`src/rtl/pipe_cmd_decoder_if.sv`:
```
// Pipe command decoder bus bundle.
// Groups the pipe-in FIFO read port, the register write port and the packet
// status outputs so the decoder and its environment connect through one port.
//   master : decoder side (drives fifo_rdreq, reg_wr_*, pkt_*, err_code, pkt_count)
//   slave  : environment side (drives fifo_empty, fifo_q)
interface pipe_cmd_decoder_if;
  logic        fifo_empty;
  logic        fifo_rdreq;
  logic [31:0] fifo_q;
  logic        reg_wr_en;
  logic [7:0]  reg_wr_addr;
  logic [31:0] reg_wr_data;
  logic        pkt_done;
  logic        pkt_err;
  logic [2:0]  err_code;
  logic [15:0] pkt_count;

  modport master (
    input  fifo_empty, fifo_q,
    output fifo_rdreq, reg_wr_en, reg_wr_addr, reg_wr_data,
           pkt_done, pkt_err, err_code, pkt_count
  );

  modport slave (
    output fifo_empty, fifo_q,
    input  fifo_rdreq, reg_wr_en, reg_wr_addr, reg_wr_data,
           pkt_done, pkt_err, err_code, pkt_count
  );
endinterface

```
`src/rtl/pipe_cmd_decoder.sv`:
```
// Pipe command decoder.
// Pulls packets (header, N payload words, checksum) out of a normal-mode FIFO
// and turns each payload word into a register write at consecutive addresses.
// Ports:
//   okClk  : clock, rising edge
//   reset  : synchronous active-high reset
//   bus    : pipe_cmd_decoder_if.master (FIFO read port, register write port,
//            pkt_done/pkt_err pulses, err_code, pkt_count)
//
// state   | meaning
// --------+-----------------------------------------------------------
// HUNT    | reading one word at a time looking for a valid header
// PAYLOAD | streaming payload words out as register writes
// CHECK   | waiting for the checksum word
module pipe_cmd_decoder #(
  parameter logic [7:0] SYNC    = 8'hA5,
  parameter int         TIMEOUT = 1024
) (
  input logic                okClk,
  input logic                reset,
  pipe_cmd_decoder_if.master bus
);

  localparam int TW = $clog2(TIMEOUT + 1);

  typedef enum logic [1:0] {HUNT, PAYLOAD, CHECK} state_t;

  state_t      state, state_nxt;
  logic        q_valid;
  logic        rd_req;
  logic        tmo_hit;
  logic [8:0]  budget, budget_nxt;
  logic [7:0]  pay_cnt, pay_cnt_nxt;
  logic [7:0]  ptr, ptr_nxt;
  logic [31:0] acc, acc_nxt;
  logic [TW-1:0] tmo_cnt, tmo_nxt;

  logic        wr_en_q, wr_en_nxt;
  logic [7:0]  wr_addr_q, wr_addr_nxt;
  logic [31:0] wr_data_q, wr_data_nxt;
  logic        done_q, done_nxt;
  logic        err_q, err_nxt;
  logic [2:0]  code_q, code_nxt;
  logic [15:0] cnt_q, cnt_nxt;

  always_comb begin
    state_nxt   = state;
    budget_nxt  = budget;
    pay_cnt_nxt = pay_cnt;
    ptr_nxt     = ptr;
    acc_nxt     = acc;
    tmo_nxt     = tmo_cnt;
    rd_req      = 1'b0;
    tmo_hit     = 1'b0;
    wr_en_nxt   = 1'b0;
    wr_addr_nxt = wr_addr_q;
    wr_data_nxt = wr_data_q;
    done_nxt    = 1'b0;
    err_nxt     = 1'b0;
    code_nxt    = code_q;
    cnt_nxt     = cnt_q;

    case (state)
      HUNT: begin
        // One header read at a time so a payload word is never fetched
        // before the header has been judged.
        rd_req = !bus.fifo_empty && !q_valid;
        if (q_valid) begin
          if (bus.fifo_q[31:24] != SYNC) begin
            err_nxt  = 1'b1;
            code_nxt = 3'd1;
          end else if (bus.fifo_q[7:0] == 8'd0) begin
            err_nxt  = 1'b1;
            code_nxt = 3'd2;
          end else begin
            ptr_nxt     = bus.fifo_q[23:16];
            acc_nxt     = bus.fifo_q;
            budget_nxt  = {1'b0, bus.fifo_q[7:0]} + 9'd1;
            pay_cnt_nxt = bus.fifo_q[7:0];
            tmo_nxt     = '0;
            state_nxt   = PAYLOAD;
          end
        end
      end

      PAYLOAD, CHECK: begin
        if (q_valid)
          tmo_nxt = '0;
        else if (tmo_cnt == TW'(TIMEOUT - 1))
          tmo_hit = 1'b1;
        else
          tmo_nxt = tmo_cnt + TW'(1);

        // No fresh read on the abort cycle, otherwise its data would land in
        // HUNT and be mistaken for a header.
        rd_req = !bus.fifo_empty && (budget != 9'd0) && !tmo_hit;
        if (rd_req)
          budget_nxt = budget - 9'd1;

        if (tmo_hit) begin
          err_nxt    = 1'b1;
          code_nxt   = 3'd4;
          budget_nxt = '0;
          tmo_nxt    = '0;
          state_nxt  = HUNT;
        end else if (q_valid) begin
          if (state == PAYLOAD) begin
            wr_en_nxt   = 1'b1;
            wr_addr_nxt = ptr;
            wr_data_nxt = bus.fifo_q;
            ptr_nxt     = ptr + 8'd1;
            acc_nxt     = acc ^ bus.fifo_q;
            pay_cnt_nxt = pay_cnt - 8'd1;
            if (pay_cnt == 8'd1)
              state_nxt = CHECK;
          end else begin
            if (bus.fifo_q == acc) begin
              done_nxt = 1'b1;
              cnt_nxt  = cnt_q + 16'd1;
            end else begin
              err_nxt  = 1'b1;
              code_nxt = 3'd3;
            end
            state_nxt = HUNT;
          end
        end
      end

      default: state_nxt = HUNT;
    endcase
  end

  always_ff @(posedge okClk) begin
    if (reset) begin
      state     <= HUNT;
      q_valid   <= 1'b0;
      budget    <= '0;
      pay_cnt   <= '0;
      ptr       <= '0;
      acc       <= '0;
      tmo_cnt   <= '0;
      wr_en_q   <= 1'b0;
      wr_addr_q <= '0;
      wr_data_q <= '0;
      done_q    <= 1'b0;
      err_q     <= 1'b0;
      code_q    <= '0;
      cnt_q     <= '0;
    end else begin
      state     <= state_nxt;
      q_valid   <= rd_req;
      budget    <= budget_nxt;
      pay_cnt   <= pay_cnt_nxt;
      ptr       <= ptr_nxt;
      acc       <= acc_nxt;
      tmo_cnt   <= tmo_nxt;
      wr_en_q   <= wr_en_nxt;
      wr_addr_q <= wr_addr_nxt;
      wr_data_q <= wr_data_nxt;
      done_q    <= done_nxt;
      err_q     <= err_nxt;
      code_q    <= code_nxt;
      cnt_q     <= cnt_nxt;
    end
  end

  // Requests are suppressed during reset so nothing is popped from the FIFO
  // and nothing returns in the first cycle after reset releases.
  assign bus.fifo_rdreq  = rd_req && !reset;
  assign bus.reg_wr_en   = wr_en_q;
  assign bus.reg_wr_addr = wr_addr_q;
  assign bus.reg_wr_data = wr_data_q;
  assign bus.pkt_done    = done_q;
  assign bus.pkt_err     = err_q;
  assign bus.err_code    = code_q;
  assign bus.pkt_count   = cnt_q;

endmodule

```
`src/flat_wrapper.sv`:
```
// flat-port wrapper written by rule: the top's interface ports become plain ports
module pipe_cmd_decoder_flat 
#(
  parameter logic [7:0] SYNC    = 8'hA5,
  parameter int         TIMEOUT = 1024
)
  (okClk, reset, bus_fifo_empty, bus_fifo_q, bus_fifo_rdreq, bus_reg_wr_en, bus_reg_wr_addr, bus_reg_wr_data, bus_pkt_done, bus_pkt_err, bus_err_code, bus_pkt_count);
  pipe_cmd_decoder_if bus_i ();
  input logic okClk;
  input logic reset;
  input wire logic [$bits(bus_i.fifo_empty)-1:0] bus_fifo_empty;
  input wire logic [$bits(bus_i.fifo_q)-1:0] bus_fifo_q;
  output wire logic [$bits(bus_i.fifo_rdreq)-1:0] bus_fifo_rdreq;
  output wire logic [$bits(bus_i.reg_wr_en)-1:0] bus_reg_wr_en;
  output wire logic [$bits(bus_i.reg_wr_addr)-1:0] bus_reg_wr_addr;
  output wire logic [$bits(bus_i.reg_wr_data)-1:0] bus_reg_wr_data;
  output wire logic [$bits(bus_i.pkt_done)-1:0] bus_pkt_done;
  output wire logic [$bits(bus_i.pkt_err)-1:0] bus_pkt_err;
  output wire logic [$bits(bus_i.err_code)-1:0] bus_err_code;
  output wire logic [$bits(bus_i.pkt_count)-1:0] bus_pkt_count;
  assign bus_i.fifo_empty = bus_fifo_empty;
  assign bus_i.fifo_q = bus_fifo_q;
  assign bus_fifo_rdreq = bus_i.fifo_rdreq;
  assign bus_reg_wr_en = bus_i.reg_wr_en;
  assign bus_reg_wr_addr = bus_i.reg_wr_addr;
  assign bus_reg_wr_data = bus_i.reg_wr_data;
  assign bus_pkt_done = bus_i.pkt_done;
  assign bus_pkt_err = bus_i.pkt_err;
  assign bus_err_code = bus_i.err_code;
  assign bus_pkt_count = bus_i.pkt_count;
  pipe_cmd_decoder #(.SYNC(SYNC), .TIMEOUT(TIMEOUT)) u_core (.okClk(okClk), .reset(reset), .bus(bus_i));
endmodule
```
`config.mk`:
```
export PLATFORM = sky130hd
export DESIGN_NAME = pipe_cmd_decoder_flat
export DESIGN_NICKNAME = d
export VERILOG_FILES = /design/src/rtl/pipe_cmd_decoder_if.sv /design/src/rtl/pipe_cmd_decoder.sv /design/src/flat_wrapper.sv
export SDC_FILE = /design/constraint.sdc
export NUM_CORES = 1
export LEC_CHECK = 0
export ABC_AREA = 1
export BUFFER_PORTS_ARGS = -buffer_cell sky130_fd_sc_hd__buf_4
export CAP_MARGIN = 20
export CORE_ASPECT_RATIO = 1.4
export CORE_UTILIZATION = 45
export DETAILED_ROUTE_END_ITERATION = 8
export PLACE_DENSITY = 0.74
export SYNTH_ARGS = -nofsm -noshare
export SYNTH_HDL_FRONTEND = slang
export SYNTH_SLANG_ARGS = --single-unit
```
`constraint.sdc`:
```
create_clock -name okClk -period 3.01 [get_ports okClk]
set_input_delay 0.301 -clock okClk [delete_from_list [all_inputs] [get_ports okClk]]
set_output_delay 0.301 -clock okClk [all_outputs]
set_load 0.1 [all_outputs]
```
==> reports/metrics.yaml <==
status: "finished, final reports clean"
cts_setup_buffers: 0
drt-initial-drc-count: 417
setup_viol: 0
ir_worst_vdd_uv: 292
die_x_um: 108
rows: 53
cts-root-buf: "clkbuf_16"
drv_slew: 0
grt_use_met2_pct: 41.4
r2r_cells: 10
viasPerCell: 5.25
power_density_nw_per_um2: 494
synth-edff-count: 0
power.leakage_uw: 0.00357
finalCritPeriodShare_pct: 84.4
clkPwrFrac_pct: 51.2
syn_avg_cell_area_um2: 6.55
min_period_ns: 2.54
vias: 7085
grtUsageTotal_pct: 24.0
clkLatencyLatePin_ns: 0.43
port_buffers: 97
grt_first_pass_wirelength_um: 30600
p_int_uw: 3200
hold_viol_final: 0
fp.dieArea_um2: 16100
syn_to_final_growth_pct: 20.3
numCtsBuffers: 17
path_class: "reg -> out"
grt_pass1_vias: 6499
cp_max_fo: 3
yosys.area_share.simple_pct: 32.6
start_kind: "flop"
combinationalPowerShare_pct: 6.3
worstHoldStart: "bus_fifo_q[13]"
ant_nets: 0
holdPathStages: 3
synth.area.mux_share_pct: 0
start_util_pct: 46.4
multi_input_area_um2: 3660
syn-num-nets: 1117
synth.area.top_cells: "dfxtp_1 (38%), nand2_1 (14%), nor2_1 (6.9%)"
die_h_um: 150
syn_area_um2: 7020
tightest_slew_ns: 0.726
grt_max_degree: 69
synth_compound_area_share_pct: 15.6
synth_top_area_share_pct: 37.9
hpwl_um: 12800
syn_inst: 1071
fin_setup_tns_ns: 0
grtUsageMet1_pct: 27.6
grt_antenna_before_repair: 0
use_met3_pct: 4.49
sequentialPowerShare_pct: 42.5
rrSetupSlack_ns: 0.83
drive_gt1_share_pct: 13.9
rsz0062_at_grt: "false"
fillers: 1472
clock-sinks: 133
htree_levels: 4
final_area_um2: 8440
dr.pass1.iters: 5
clk_path_buf_depth: 2
clock_skew_ns: 0.0122
synth_top_cell_by_area: "dfxtp_1"
core_region_area_um2: 15100
synthArstFlopShare_pct: 0
post-synth-top-count-cell: "nand2_1"
synth_ff_type: "dfxtp_1"
cts_tree: "done"
r2r-start: "u_core.state[1]"
hold_path.class: "in -> reg"
power_switching_uw: 967
fin_nets: 1193
synth-seq-cells: 133
drc: 0
cp-end-kind: "primary output"
synth_seq_area_share_pct: 37.9
synth-xor-area-share_pct: 2.00
grt_busiest_layer: "met2"
cts_resized: 0
fmax_mhz: 393
gr-total-overflow: 0
synth_common_cells: "nand2_1 (260), dfxtp_1 (133), nor2_1 (129), inv_1 (113), nand3_1 (84)"
ys_types: 38
yosys_warnings: 0
worstPathRequired_ns: 2.71
synth-adder-area-share_pct: 1.96
holdBufCountCts: 0
max_slew_margin_pct: 51.6
wl_per_cell_um: 13.7
post_dp_cell_area_um2: 7840
synth_top_family_by_area: "simple AND/OR/NAND/NOR gates"
drt_wl_total_um: 18400
path_clk_slew_ns: 0.05
n_antenna_cell: 0
min_to: "u_core.bus.reg_wr_data[13]"
worstPathArrival_ns: 2.24
ioPinCount: 98
regArea_um2: 2660
switching_share_pct: 23.2
reg2reg_to: "u_core.budget[7]"
cap_violations: 0
gp_congestion: 0.852
-- power by group through the flow --
stage,clock network (uW),registers [uW],logic [uW]
global route,2230,1770,290
floorplan,0,1830,132
global placement,0,1810,259
finish,2130,1770,264
CTS,2160,1770,263
detailed placement,0,1810,261
-- cells by family after synthesis --
logic type                 after synthesis
AOI/OAI and AO/OA                      206
xor gates and xnor gates                16
adders and majority gates               11
buffers and inverters                  171
DFF                                    133
and+or+nand+nor                        534
-- cells in the final DEF, fill, tap and decap left out, types with 3 or more instances in the layout --
cell	netlist	routed
nand2_1	260	260
dfxtp_1	133	133
nor2_1	129	129
inv_1	113	113
buf_4	1	107
nand3_1	84	84
o21ai_0	83	83
a21oi_1	81	81
a31oi_1	25	25
nor3_1	22	22
nand4_1	20	20
clkbuf_16	0	17
ha_1	11	11
xor2_1	10	10
a211oi_1	7	7
inv_2	6	6
xnor2_1	6	6
nor2_2	4	4
nand2_2	4	4
nor2_4	3	3
o21ai_1	3	3
o22ai_1	3	3
clkinv_2	0	3
clkinvlp_4	0	3
clkbuf_8	0	3
bufinv_16	0	3
-- state kept, by name (all words and copies together), names as in the netlist, 2 cells and up --
register,count
u_core.state,2
u_core.pay_cnt,8
u_core.bus.pkt_count,16
u_core.tmo_cnt,11
u_core.ptr,8
u_core.bus.reg_wr_addr,8
u_core.budget,9
u_core.acc,32
u_core.bus.err_code,3
u_core.bus.reg_wr_data,32
-- cell type report --
type / instances / area share (%)
well taps: 192 / 2.85
clock inverters: 9 / 1.51
multi-input cells: 767 / 43.4
repair buffers: 108 / 9.75
inverters: 120 / 5.37
clock buffers: 21 / 5.57
flip-flops and latches: 133 / 31.5
-- how the worst max path moves through the flow --
stage / from / endpoint
3_3_place_gp: bus_fifo_q[25] / u_core.ptr[3]
2_1_floorplan: u_core.state[1] / bus_fifo_rdreq
6_report: u_core.budget[0] / bus_fifo_rdreq
5_1_grt: u_core.budget[0] / bus_fifo_rdreq
3_5_place_dp: u_core.state[1] / u_core.budget[7]
4_1_cts: u_core.budget[0] / bus_fifo_rdreq
-- worst max-delay path, stage by stage, from the launching register on --
cell and delay (ns):
dfxtp_1 0.34, inv_1 0.08, ha_1 0.23, nand3_1 0.16, nor2_1 0.09, a21oi_1 0.16
nand2_1 0.09, o22ai_1 0.11, inv_1 0.08, nor2_1 0.15, buf_4 0.32
-- layer usage --
layer  share of wire (%)  routed length, um  vias to the layer above
li1                    -                  -                     3639
met5                   0                  0                        -
met1                  42               7740                     3227
met4                 3.7                677                        0
met3                 4.0                730                       46
met2                  50               9300                      173
-- per-stage QoR --
step                worst slack [ns]  util [%]  total power (uW)  hold WS, ns  instances
floorplan                     0.0311         -              1970        0.444       1071
global placement               0.887      51.9              2070        0.452       1320
detailed placement             0.863      51.9              2070        0.452       1320
CTS                            0.472      55.8              4190        0.163       1350
global route                   0.377      55.8              4290        0.175       1350
finish                         0.469      55.8              4170        0.174       1350
No activity file was read; power rests on OpenSTA's default activity.
